==> src/rtl/fila_pkg.sv <==
// fila_pkg -- shared constants and helpers for the fila_param FIFO.
//
// Contents:
//   FILA_DEF_WIDTH / FILA_DEF_DEPTH : default data width and entry count
//   ptr_width(depth)                : bits needed to address 'depth' entries
//   len_width(depth)                : bits needed to hold an occupancy of 0..depth
package fila_pkg;

    localparam int unsigned FILA_DEF_WIDTH = 8;
    localparam int unsigned FILA_DEF_DEPTH = 8;

    // Pointer width; depth is a power of two, so pointers wrap by plain overflow.
    function automatic int unsigned ptr_width(input int unsigned depth);
        return $clog2(depth);
    endfunction

    // Occupancy needs one bit more than a pointer so that 'depth' itself is representable.
    function automatic int unsigned len_width(input int unsigned depth);
        return $clog2(depth) + 1;
    endfunction

endpackage

==> src/rtl/fila_ram.sv <==
// fila_ram -- DEPTH x WIDTH storage for the fila_param FIFO.
//
// One synchronous write port and one registered read port sharing one clock.
// The read register only loads when rd_en is high, so it holds the last word
// read otherwise. A read and a write to the same address on the same edge
// returns the old contents. Neither the array nor the read register is reset.
//
// Ports:
//   clock    in   clock
//   wr_en    in   write strobe
//   wr_addr  in   write address
//   wr_data  in   word to write
//   rd_en    in   read strobe (loads rd_data)
//   rd_addr  in   read address
//   rd_data  out  registered read data
module fila_ram
    import fila_pkg::*;
#(
    parameter int unsigned WIDTH = FILA_DEF_WIDTH,
    parameter int unsigned DEPTH = FILA_DEF_DEPTH,
    localparam int unsigned AW = ptr_width(DEPTH)
) (
    input  logic             clock,
    input  logic             wr_en,
    input  logic [AW-1:0]    wr_addr,
    input  logic [WIDTH-1:0] wr_data,
    input  logic             rd_en,
    input  logic [AW-1:0]    rd_addr,
    output logic [WIDTH-1:0] rd_data
);

    logic [WIDTH-1:0] mem [DEPTH];

    always_ff @(posedge clock) begin
        if (wr_en) begin
            mem[wr_addr] <= wr_data;
        end
        if (rd_en) begin
            rd_data <= mem[rd_addr];
        end
    end

endmodule

==> src/rtl/fila_param.sv <==
// fila_param -- parameterised synchronous FIFO with registered read data,
// occupancy count, status flags and sticky overflow/underflow errors.
//
// Ports:
//   clock             in   clock, rising edge
//   reset             in   asynchronous, active-high reset
//   data_in           in   word to enqueue
//   enqueue_in        in   enqueue request
//   dequeue_in        in   dequeue request
//   flush_in          in   synchronous clear (wins over enqueue/dequeue)
//   data_out          out  last dequeued word
//   valid_out         out  one-cycle strobe: data_out updated on the last edge
//   len_out           out  occupancy 0..DEPTH
//   full_out          out  len_out == DEPTH
//   empty_out         out  len_out == 0
//   almost_full_out   out  len_out >= AF_LEVEL
//   almost_empty_out  out  len_out <= AE_LEVEL
//   overflow_out      out  sticky: an enqueue was refused
//   underflow_out     out  sticky: a dequeue was refused
module fila_param
    import fila_pkg::*;
#(
    parameter int unsigned WIDTH    = FILA_DEF_WIDTH,
    parameter int unsigned DEPTH    = FILA_DEF_DEPTH,
    parameter int unsigned AF_LEVEL = DEPTH - 1,
    parameter int unsigned AE_LEVEL = 1,
    localparam int unsigned LW = len_width(DEPTH),
    localparam int unsigned PW = ptr_width(DEPTH)
) (
    input  logic             clock,
    input  logic             reset,
    input  logic [WIDTH-1:0] data_in,
    input  logic             enqueue_in,
    input  logic             dequeue_in,
    input  logic             flush_in,
    output logic [WIDTH-1:0] data_out,
    output logic             valid_out,
    output logic [LW-1:0]    len_out,
    output logic             full_out,
    output logic             empty_out,
    output logic             almost_full_out,
    output logic             almost_empty_out,
    output logic             overflow_out,
    output logic             underflow_out
);

    // ------------------------------------------------------------------
    // State
    // ------------------------------------------------------------------
    logic [PW-1:0] wr_ptr_q, wr_ptr_d;
    logic [PW-1:0] rd_ptr_q, rd_ptr_d;
    logic [LW-1:0] len_q, len_d;
    logic          valid_q, valid_d;
    logic          ovf_q, ovf_d;
    logic          unf_q, unf_d;
    // Set by the first accepted dequeue after reset. The RAM read register
    // has no reset, so data_out reads as zero until it has been loaded.
    logic          primed_q, primed_d;

    logic          enq_ok;
    logic          deq_ok;
    logic          is_full;
    logic          is_empty;

    logic [WIDTH-1:0] ram_rd_data;

    // ------------------------------------------------------------------
    // Status, derived from the registered count only
    // ------------------------------------------------------------------
    assign is_full  = (len_q == LW'(DEPTH));
    assign is_empty = (len_q == '0);

    assign len_out          = len_q;
    assign full_out         = is_full;
    assign empty_out        = is_empty;
    assign almost_full_out  = (len_q >= LW'(AF_LEVEL));
    assign almost_empty_out = (len_q <= LW'(AE_LEVEL));
    assign valid_out        = valid_q;
    assign overflow_out     = ovf_q;
    assign underflow_out    = unf_q;
    assign data_out         = primed_q ? ram_rd_data : '0;

    // ------------------------------------------------------------------
    // Accept decisions
    // ------------------------------------------------------------------
    // An empty FIFO never bypasses: a dequeue needs a word already stored.
    // When full, a simultaneous dequeue frees the slot the enqueue takes.
    always_comb begin
        deq_ok = ~flush_in & dequeue_in & ~is_empty;
        enq_ok = ~flush_in & enqueue_in & (~is_full | deq_ok);
    end

    // ------------------------------------------------------------------
    // Next state
    // ------------------------------------------------------------------
    always_comb begin
        wr_ptr_d = wr_ptr_q;
        rd_ptr_d = rd_ptr_q;
        len_d    = len_q;
        valid_d  = 1'b0;
        ovf_d    = ovf_q;
        unf_d    = unf_q;
        primed_d = primed_q | deq_ok;

        if (flush_in) begin
            wr_ptr_d = '0;
            rd_ptr_d = '0;
            len_d    = '0;
            ovf_d    = 1'b0;
            unf_d    = 1'b0;
        end else begin
            if (enq_ok) begin
                wr_ptr_d = wr_ptr_q + PW'(1);
            end
            if (deq_ok) begin
                rd_ptr_d = rd_ptr_q + PW'(1);
                valid_d  = 1'b1;
            end

            unique case ({enq_ok, deq_ok})
                2'b10:   len_d = len_q + LW'(1);
                2'b01:   len_d = len_q - LW'(1);
                default: len_d = len_q;
            endcase

            if (enqueue_in && !enq_ok) begin
                ovf_d = 1'b1;
            end
            if (dequeue_in && !deq_ok) begin
                unf_d = 1'b1;
            end
        end
    end

    always_ff @(posedge clock or posedge reset) begin
        if (reset) begin
            wr_ptr_q <= '0;
            rd_ptr_q <= '0;
            len_q    <= '0;
            valid_q  <= 1'b0;
            ovf_q    <= 1'b0;
            unf_q    <= 1'b0;
            primed_q <= 1'b0;
        end else begin
            wr_ptr_q <= wr_ptr_d;
            rd_ptr_q <= rd_ptr_d;
            len_q    <= len_d;
            valid_q  <= valid_d;
            ovf_q    <= ovf_d;
            unf_q    <= unf_d;
            primed_q <= primed_d;
        end
    end

    // ------------------------------------------------------------------
    // Storage
    // ------------------------------------------------------------------
    fila_ram #(
        .WIDTH (WIDTH),
        .DEPTH (DEPTH)
    ) u_ram (
        .clock   (clock),
        .wr_en   (enq_ok),
        .wr_addr (wr_ptr_q),
        .wr_data (data_in),
        .rd_en   (deq_ok),
        .rd_addr (rd_ptr_q),
        .rd_data (ram_rd_data)
    );

endmodule

==> config.mk <==
export PLATFORM = sky130hd
export DESIGN_NAME = fila_param
export DESIGN_NICKNAME = d
export VERILOG_FILES = /design/src/rtl/fila_pkg.sv /design/src/rtl/fila_ram.sv /design/src/rtl/fila_param.sv
export SDC_FILE = /design/constraint.sdc
export NUM_CORES = 1
export LEC_CHECK = 0
export ABC_AREA = 1
export CORE_MARGIN = 2
export CORE_UTILIZATION = 53
export CTS_CLUSTER_DIAMETER = 50
export DETAILED_ROUTE_END_ITERATION = 6
export HOLD_SLACK_MARGIN = 0.1
export PLACE_DENSITY = 0.72
export SYNTH_ARGS = -nofsm -noshare
export SYNTH_HDL_FRONTEND = slang
export SYNTH_SLANG_ARGS = --single-unit
==> constraint.sdc <==
create_clock -name clock -period 2.65 [get_ports clock]
set_input_delay 0.3975 -clock clock [delete_from_list [all_inputs] [get_ports clock]]
set_output_delay 0.3975 -clock clock [all_outputs]
set_load 0.01 [all_outputs]
# Word-level counts from Yosys, hierarchy flattened
# Memory sizes are Yosys's and may differ from the RTL's. A register that Yosys moved wholly into a read port is not among the register bits.
# Cells that the tools add are included.
# totals
register_bits	14
latch_bits	0
ram_bits	64
romBits	0
input_bits	13
out_inout_bits	19
wordCells	51
n_memories	1
# op_classes
n_addsub	4
multipliers	0
div_mod_pow	0
n_lt_le_gt_ge	2
n_eq_ne	3
n_shift	0
muxes	15
bitwise	9
n_reduce_logical	10
# mem_list
name	words	width	read_ports	rd_clocked_by_memory_dff	write_ports	line_no	source
u_ram.mem	8	8	1	1	1	fila_ram.sv:32	logic [WIDTH-1:0] mem [DEPTH];
# op_table
operator	count
$mux W3	4
$mux W1	8
$mux W8	1
$pmux W4 S2	1
$reduce_bool A2 Y1	4
$add A3 B1 Y3 const B	2
$add A4 B1 Y4 const B	1
$and A1 B1 Y1	4
$eq A4 B4 Y1 const B	1
$ge A4 B3 Y1 const B	1
$le A4 B1 Y1 const B	1
$logic_not A4 Y1	1
$mux W4	1
$sub A4 B1 Y4 const B	1
$not A1 Y1	3
$reduce_bool A3 Y1	1
$eq A2 B1 Y1 const B	1
$eq A2 B2 Y1 const B	1
$logic_and A1 B1 Y1	2
$logic_not A1 Y1	2
$or A1 B1 Y1	2

# Depth between registers and ports, before layout
# logic_depth
depth_word	9
depth_mapped	9

# Cells and area by module
# From an unflattened synthesis, not the netlist that was laid out.
# hier_totals
hier_cells	426
area_unflattened_um2	4068.9
# modules_own_cells
module	instances	cells_each	area_per_inst_um2	seq_area_each_um2
fila_ram	1	303	3130.5	2162.1
fila_param	1	123	938.4	350.3

# Least setup slack after synthesis
# Ideal clock, no wire load.
# synth_path
kind	register to register
startpoint	register len_q[0] (netlist: len_out[0])
endpoint	memory u_ram.mem[0][0] in the netlist's numbering, enable pin
arrival_time_ns	1.927
required_time_ns	2.267
setup_slack_ns	0.340
path_stages_with_launch	9
path_buffers	1
period_less_slack_ns	2.310
path_cell_list	dfrtp_1 inv_1 ha_1 nand3_1 inv_1 nand2_4 nand2_2 buf_6 nor3_1
# synth_rtl
item	line_no	source
start: declaration	fila_param.sv:52	logic [LW-1:0] len_q, len_d;
start signal: assignment	fila_param.sv:147	len_q <= len_d;
$eq A4 B4 Y1	fila_param.sv:70	assign is_full = (len_q == LW'(DEPTH));
net full_out	fila_param.sv:39	output logic full_out,
$not A1 Y1	fila_param.sv:90	enq_ok = ~flush_in & enqueue_in & (~is_full | deq_ok);
$or A1 B1 Y1	fila_param.sv:90	
$and A1 B1 Y1	fila_param.sv:90	
$mux W1	fila_ram.sv:35	if (wr_en) begin
$mux W1 (not written as such)	fila_ram.sv:36	mem[wr_addr] <= wr_data;
end: declaration	fila_ram.sv:32	
# The timed path passes the listed nets, and every way through them passes these cells.

# Worst setup path after layout
# layout_path
startpoint	register len_q[0] (netlist: len_out[0])
endpoint	output port full_out
# layout_between
elab_chain_cells	1
# layout_rtl
item	line_no
$eq A4 B4 Y1	fila_param.sv:70
end: declaration	fila_param.sv:39
# No other way between the ends.

==> results.toml <==
[flow_run]
drv_cap = 0

[timing]
hold_ws_ns = 0.397
tightest_slew_ns = 0.770
finalHoldViolCount = 0
finalCritPeriodShare = 0.936
min_period_ns = 2.48
setup_slack_ns = 0.171
setup_violations = 0
max_freq_mhz = 403
setup_tns_ns = 0
timing.slew.headroom = 0.486
maxSlewViolCount = 0
finClkSkew_ns = 0.0144
rsz0062_at_grt = "false"

[worst_setup_path]
cp_slowest_cell = "clkdlybuf4s50_1"
r2r-start = "len_out[0]$_DFFE_PP0P_"
cp_max_fo = 6
worstPathCellList = "inv_1 -> ha_1 -> nand3_1 -> inv_1 -> clkdlybuf4s50_1"
timing.critical_path.to = "full_out"
crit_path_end_kind = "primary output"
start_kind = "flop"
cpMostUsedCell = "inv_1"
crit_path_start = "len_out[0]$_DFFE_PP0P_"
critical_path_required_ns = 2.25
worst-path-stages = 5
worstSetupPathType = "flop to primary output"
r2r_setup_slack_ns = 0.59
critPathMaxStageDelay_ns = 0.56
cp_top_family = "buffers and inverters"
cp_num_buf_inv = 3
rr_worst_depth = 8
reg2reg_to = "u_ram.mem[6][3]$_DFFE_PP_"
arrival_ns = 2.08

[global_route]
grt_max_degree = 34
grt_pass1_vias = 2463
overflow = 0
grt_pass1_wl_mm = 12.4
antenna_found_initial = 0
gr-usage-all-layers = 0.224

[route]
vias = 2558
ant_nets = 0
post_drt_wl_per_cell_um = 16.7
vias_per_cell = 5.37
routed_wl_mm = 7.93
first_pass_iters = 5
initialDrtViolationCount = 187
drc = 0

[synth]
synth_seq_area_share = 0.676
synthesis.nets = 354
yosys.cell_types.count = 28
async_reset_ff_frac = 0.163
syn_inst = 336
ys_ff_latch = 86
syn_area_per_cell_um2 = 11.1
synth_edf_count = 72
yosys_warnings = 0
synth_ff_type = "edfxtp_1"
syn_area_um2 = 3710

[floorplanning]
core_region_area_um2 = 6790
fp.dieH_um = 87.7
initial_utilization = 0.547
rows = 30
chipWidth_um = 87.7
dieArea_um2 = 7690
ios = 32

[power]
total_power_mw = 3.12
cellPowerDensity_nw_per_um2 = 722
p_leak_nw = 1.68
peakVddDrop_mv = 0.417

[final_layout]
layout-drive-gt1-share = 0.103
syn_to_final_growth_pct = 16.5
num-fill-cells = 534
antenna_cells = 0
layout.nets = 393

[placed_design]
dp_hpwl_mm = 5.37
numPortBuffers = 31
pre_cts_ws_ns = 0.344
gp_congestion = 0.855

[clock_tree]
post_cts_buffers = 0
cts.sinks = 86
clk_latency_ns = 0.36
hold_buffers = 0
clockBufferDepth = 2
cts_tree = "done"
cts_htree_levels = 3
clock-root-buffer = "clkbuf_8"
clkTransAtPathRegs_ns = 0.09
cts-buffers-inserted = 9
post_cts_resize_count = 0

[status]
outcome = "complete, no violations"

[worst_hold_path]
holdCritPathClass = "primary input to asynchronous set/reset pin"
cell usage in the layout, fill, tap and decap left out, types with 2 or more instances in the layout:
| cell type | n |
|---|---|
| edfxtp_1 | 72 |
| nor2_1 | 56 |
| nand2_1 | 53 |
| o21ai_0 | 46 |
| clkdlybuf4s50_1 | 31 |
| inv_1 | 25 |
| dfrtp_1 | 14 |
| nand3_1 | 11 |
| buf_4 | 11 |
| clkbuf_8 | 9 |
| nor3_1 | 8 |
| o21ai_1 | 6 |
| ha_1 | 5 |
| nand4_1 | 4 |
| nand2_4 | 3 |
| nand3_2 | 3 |
| xnor2_1 | 2 |
| nor2_2 | 2 |
| xor2_1 | 2 |
| o21a_1 | 2 |
| clkinv_4 | 2 |
| clkinvlp_4 | 2 |
cell type report:
| type | count | area, um^2 | share of cell area |
|---|---|---|---|
| sequential | 86 | 2510 | 0.581 |
| tap | 96 | 120 | 0.0278 |
| timing repair buffer | 42 | 393 | 0.0908 |
| clock inverter | 6 | 46.3 | 0.0107 |
| multi-input combinational | 209 | 1030 | 0.237 |
| inverter | 27 | 101 | 0.0234 |
| clock buffer | 10 | 128 | 0.0295 |
cell usage after synthesis, types with 3 or more instances:
cell,count,area [um^2]
edfxtp_1,72,2160
nor2_1,56,210
nand2_1,53,199
o21ai_0,46,230
inv_1,25,93.8
dfrtp_1,14,350
nand3_1,11,55.1
nor3_1,8,40.0
buf_2,6,30.0
clkbuf_1,6,22.5
o21ai_1,6,30.0
ha_1,5,62.6
nand4_1,4,25.0
nand2_4,3,33.8
nand3_2,3,30.0
worst min path at each step:
stage / slack, ns / to / cells past startpoint / start
2_1_floorplan: 0.29 / len_out[0]$_DFFE_PP0P_ / 1 / reset
3_3_place_gp: 0.47 / overflow_out$_DFFE_PP0P_ / 1 / overflow_out$_DFFE_PP0P_
3_5_place_dp: 0.48 / overflow_out$_DFFE_PP0P_ / 1 / overflow_out$_DFFE_PP0P_
4_1_cts: 0.41 / len_out[0]$_DFFE_PP0P_ / 2 / reset
5_1_grt: 0.44 / len_out[3]$_DFFE_PP0P_ / 2 / reset
6_report: 0.40 / len_out[3]$_DFFE_PP0P_ / 2 / reset
routing by layer:
layer | global-route usage | routed length [um] | part of all wire | vias to the layer above
li1 | - | - | - | 1220
met1 | 0.295 | 3460 | 0.44 | 1213
met2 | 0.366 | 3880 | 0.49 | 101
met3 | 0.0452 | 407 | 0.051 | 24
met4 | 0.0979 | 181 | 0.023 | 0
met5 | 0 | 0 | 0 | -
worst reg2reg max path, cell delays in order (launching register included):
cell	delay, ns
dfrtp_1	0.46
inv_1	0.12
ha_1	0.28
nand3_1	0.14
inv_1	0.10
nand2_4	0.09
nand2_2	0.16
nor3_1	0.21
buf_4	0.20
through the flow:
step           std cells  cell area (um^2)  utilization
3_5_place_dp         460              4150        0.611
3_3_place_gp         460              4150        0.611
4_1_cts              476              4330        0.637
2_1_floorplan        336              3710            -
5_1_grt              476              4330        0.637
6_report             476              4330        0.637
power by group:
part	total (mW)	leakage, nW	switching [mW]	internal (mW)
Clock	0.825	0.0829	0.480	0.345
Sequential	1.61	0.835	0.0599	1.55
Combinational	0.692	0.767	0.422	0.271
Total	3.12	1.68	0.961	2.16
registers in the layout (all words and copies together), names as in the netlist:
signal / cells
u_ram.rd_data: 8
rd_ptr_q: 3
primed_q: 1
valid_out: 1
len_out: 4
wr_ptr_q: 3
overflow_out: 1
u_ram.mem: 64
underflow_out: 1
logic make-up (layout without fill, tap and decap cells):
| family | Yosys count | count (layout) | share of synthesized area |
|---|---|---|---|
| buf+inv | 41 | 85 | 0.0475 |
| xor+xnor | 4 | 4 | 0.00943 |
| flops | 86 | 86 | 0.676 |
| simple gates | 143 | 143 | 0.169 |
| compound gates | 57 | 57 | 0.0805 |
| fa+ha+maj | 5 | 5 | 0.0168 |
No activity file was read; power rests on OpenSTA's default activity.
==> variant 1, RTL diff (same settings) <==
The package constant `FILA_DEF_WIDTH` goes from 8 to 9.
--- a/src/rtl/fila_pkg.sv
+++ b/src/rtl/fila_pkg.sv
@@ -6,7 +6,7 @@
 //   len_width(depth)                : bits needed to hold an occupancy of 0..depth
 package fila_pkg;
 
-    localparam int unsigned FILA_DEF_WIDTH = 8;
+    localparam int unsigned FILA_DEF_WIDTH = 9;
     localparam int unsigned FILA_DEF_DEPTH = 8;
 
     // Pointer width; depth is a power of two, so pointers wrap by plain overflow.
Interface: changed (resized data_in and data_out); port bits go from 32 to 34. No check against the original RTL was run, so the function may have changed too.
==> variant 1 against the unedited design <==
- power rose by 9.1%
- final area increased by 8.5%
- area after synthesis up 9.0%
- setup slack better by 22 ps
- critical path depth is the same
- routed wire length down 0.72%
- synthesized cell count is 3.9% higher
- global-route usage shrank 2.5 points
- sequential cell count up 9
- highest routed layer unchanged
==> variant 1: results (changes against the unedited design) <==
metric	value	unit	change
vdd_ir_drop_max	0.347	mV	-17%
m3_gr_usage	0.0465		+0.00123
groute.layer.met2.usage	0.268		-0.0979
cp_slowest_cell	sky130_fd_sc_hd__clkdlybuf4s50_1		
worstHoldPathType	input pin to async pin		
fin_worst_hold_slack	370	ps	-27.5 ps
ys_seq_elements	95		+10%
biggestRegsByFlops	u_ram.mem: 72 flops, u_ram.rd_data: 9 flops, len_out: 4 flops		
fillerInstances	565		+5.8%
final.period_utilization	0.927		-0.00827
clock-skew-final	12.0	ps	-2.41 ps
synth_adder_area_share	0.0155		-0.00138
worst-endpoint-arrival	2060	ps	-20 ps
pg_clk	936	µW	+13%
synth-seq-area-share	0.687		+0.0112
synthesis.nets	368		+4.0%
p_switching	982	µW	+2.2%
outcome	finished, final reports clean		
multi_input_area_share	0.229		-0.00819
drive_above_1_share	0.0814		-0.0212
global_route.usage.met1	0.309		+0.0142
detail_route.iter0.violations	227		+21%
muxShareOfSynthArea	0.0223		+0.0223
tightestPinTransition	644	ps	-126 ps
layout.nets	407		+3.6%
routedLengthMet1	3960	µm	+15%
post_cts_hold_buffer_count	0		unchanged
top_usage_layer	met1		
wl_met3	457	µm	+12%
layout.non_clock_buffers	44		+4.8%
placement.setup.worst_slack	413	ps	+69.6 ps
grtUsageTotal	0.200		-0.0249
post_synth_most_frequent_cells	sky130_fd_sc_hd__edfxtp_1 (81), sky130_fd_sc_hd__nand2_1 (60), sky130_fd_sc_hd__nor2_1 (45)		
area.share.sequential	0.593		+0.0121
synth_enable_flop_cells	81		+13%
bufAreaShareNonClock	0.0880		-0.00285
synth.lib_cells_used.distinct	29		+3.6%
critPathCapture	full_out		
detailed_placement_hpwl	5360	µm	about the same
final.signal_inverter_count	28		+3.7%
synth_compound_area_frac	0.0708		-0.00971
num_vias	2624		+2.6%
largest_net_degree_at_the_start_of_global_routing	39		+15%
wire_length_of_the_first_global_routing_pass	12400	µm	+0.44%
share_of_final_layout_cell_area_taken_by_clock_buffers_and_inverters	0.0416		+0.00138
grt_pass1_vias	2384		-3.2%
r2r_setup_slack	670	ps	+80 ps
clockPowerShare	0.275		+0.011
power.combinational.fraction	0.210		-0.012
leakage	0.00181	µW	+7.3%
async_reset_ff_frac	0.147		-0.0154
[variant 1: cell types whose count changed after synthesis, moves of 3 or more]
cell	change
sky130_fd_sc_hd__nor2_1	-11
sky130_fd_sc_hd__nand2_1	+7
sky130_fd_sc_hd__nand3_1	+3
sky130_fd_sc_hd__edfxtp_1	+9
sky130_fd_sc_hd__o22ai_1	+8
sky130_fd_sc_hd__o21ai_0	-8
sky130_fd_sc_hd__mux2i_1	+9
sky130_fd_sc_hd__o21ai_1	-4
[variant 1: per-stage QoR]
stage          cell area [µm²]  utilization  cells
2_1_floorplan             4050            -    349
6_report                  4690        0.640    492
4_1_cts                   4690        0.640    492
3_3_place_gp              4500        0.614    476
3_5_place_dp              4500        0.614    476
5_1_grt                   4690        0.640    492
[variant 1: worst max-delay path, delay by kind of cell, from the launching register on]
family,cells,cell delay (ps)
buffers and inverters,3,850
adder cells (fa/ha/maj),1,240
AND/OR/NAND/NOR,1,170
flip-flops,1,450
==> variant 2, RTL diff (config.mk and constraints unchanged) <==
Without the edit above. Make the reset (`reset`) synchronous in one clocked block. Comments in the files are not updated.
--- a/src/rtl/fila_param.sv
+++ b/src/rtl/fila_param.sv
@@ -132,7 +132,7 @@
         end
     end
 
-    always_ff @(posedge clock or posedge reset) begin
+    always_ff @(posedge clock) begin
         if (reset) begin
             wr_ptr_q <= '0;
             rd_ptr_q <= '0;
Function: differs if reset is asserted again (counterexample within 4 cycles, from zero or initial values and one cycle with reset high); with reset held inactive, the same outputs for 10 cycles.
==> variant 2 against the unedited design <==
- final area shrank 1.4%
- routed wire length fell by 9.8%
- fmax rose by 6.7%
- area after synthesis is 1.8% lower
- clock skew decreased by 8.6 ps
- register-to-register slack better by 140 ps
- via count decreased by 4.5%
- count of clock-buffer cells in the layout unchanged
- setup slack improved by 160 ps
- worst hold slack better by 84 ps
- sequential cell count did not move
- largest cell class unchanged
- highest routed layer unchanged
Power is not compared: it rests on default switching activity, and its combinational part moved more than twofold at a synthesized area within 25%.
==> variant 2: results (changes against the unedited design) <==
metric	value	unit	change
synth_compound_area_frac	0.0878		+0.00729
yosysWarningCount	0		unchanged
layout.nets	405		+3.1%
drt_wl_total	7160	µm	-9.8%
place.gp.congestion	0.859		+0.47%
ctsResizeCount	0		unchanged
post_syn_area_per_cell	10.6	µm²	-4.3%
number_of_search_and_repair_iterations_in_the_first_detailed_routing_pass	4		-1
worstHoldPathType	flop to flop		
post_drt_wl_per_cell	15.2	µm	-8.8%
highest_layer	met4		
worst-endpoint-arrival	1930	ps	-150 ps
m3_gr_usage	0.0417		-0.00353
routed-wl-met2	3480	µm	-10%
biggestRegsByFlops	u_ram.mem: 64 flops, u_ram.rd_data: 8 flops, len_out: 4 flops		
grtUsageTotal	0.203		-0.0214
htree_num_levels	3		unchanged
antenna_found_initial	0		unchanged
critical_path.max_stage_delay	540	ps	-20 ps
post_synth_most_frequent_cells	sky130_fd_sc_hd__edfxtp_1 (72), sky130_fd_sc_hd__nor2_1 (72), sky130_fd_sc_hd__nand2_1 (60)		
synth_adder_area_share	0.0171		+0.000306
vdd_ir_drop_max	0.437	mV	
num_vias	2444		-4.5%
synthesis.nets	363		+2.5%
grt_pass1_vias	2328		-5.5%
antenna-diode-count	0		unchanged
async_reset_ff_frac	0		-0.163
fillerInstances	528		-1.1%
drive_above_1_share	0.0997		-0.00289
wl_met3	314	µm	-23%
tightestPinTransition	863	ps	+93.3 ps
post_synth_xor_area_fraction	0.00480		-0.00463
outcome	finished, final reports clean		
detailed_placement_hpwl	4960	µm	-7.6%
cts_root_buffer	sky130_fd_sc_hd__clkbuf_8		
placement.setup.worst_slack	541	ps	+197 ps
wire_length_of_the_first_global_routing_pass	11200	µm	-9.4%
clock_insertion_delay_worst_skew	360	ps	about the same
numPlacedInstances	456		-0.87%
cts_setup_buffers	0		unchanged
synth-seq-area-share	0.669		-0.00691
detail_route.iter0.violations	188		+0.53%
clock-skew-final	5.76	ps	-8.62 ps
synth.lib_cells_used.distinct	29		+3.6%
global_route.usage.met1	0.266		-0.0290
muxShareOfSynthArea	0		unchanged
routedLengthMet1	3220	µm	-6.9%
groute.layer.met2.usage	0.323		-0.0423
synth_area_leaders	sky130_fd_sc_hd__edfxtp_1 (59%), sky130_fd_sc_hd__dfxtp_1 (7.7%), sky130_fd_sc_hd__nor2_1 (7.4%), sky130_fd_sc_hd__nand2_1 (6.2%), sky130_fd_sc_hd__o21ai_0 (6.2%)		
largest_net_degree_at_the_start_of_global_routing	35		+2.9%
==> variant 2: cell count changes after synthesis, sizes merged, moves of 2 or more <==
cell	before	now
dfrtp	14	0
o21ai	52	55
a21oi	1	6
nand2	57	62
nor2	59	75
nand4	4	1
o21a	2	0
nor3	8	1
o22ai	2	0
nand3	14	10
dfxtp	0	14
==> variant 2: final cells by class <==
type / instances / area share
Tap cell: 80 / 0.0235
Clock buffer: 10 / 0.0299
Clock inverter: 5 / 0.0120
Sequential cell: 86 / 0.572
Timing Repair Buffer: 43 / 0.0938
Inverter: 28 / 0.0246
Multi-Input combinational cell: 219 / 0.244
==> variant 2: stage by stage <==
step / utilization / total power (µW) / instance area, µm²
detailed placement: 0.609 / 1710 / 4090
global route: 0.635 / 2630 / 4270
CTS: 0.635 / 2560 / 4270
floorplan: - / 1620 / 3650
global placement: 0.609 / 1700 / 4090
finish: 0.635 / 2550 / 4270
==> variant 2: worst max-delay path, delay by kind of cell, from the launching register on <==
kind                     cells  cell delay, ps
adder cells (fa/ha/maj)      1             250
buffers and inverters        3             790
flip-flops                   1             360
AND/OR/NAND/NOR              1             170
==> variant 2: power groups by stage <==
stage | Clock (µW) | Combinational [µW] | Sequential [µW]
floorplan | 0 | 95.7 | 1520
finish | 873 | 178 | 1490
global placement | 0 | 177 | 1530
detailed placement | 0 | 180 | 1530
global route | 933 | 197 | 1500
CTS | 882 | 180 | 1500
==> variant 2: worst paths after layout <==
check	slack, ps	start	to	cells past startpoint
worst min-delay path	480	underflow_out	underflow_out	2
worst min register to register	480	underflow_out	underflow_out	2
worst max register to register	730	len_out[0]	u_ram.mem[4][6]	7
worst max-delay path	330	len_out[0]	full_out	5
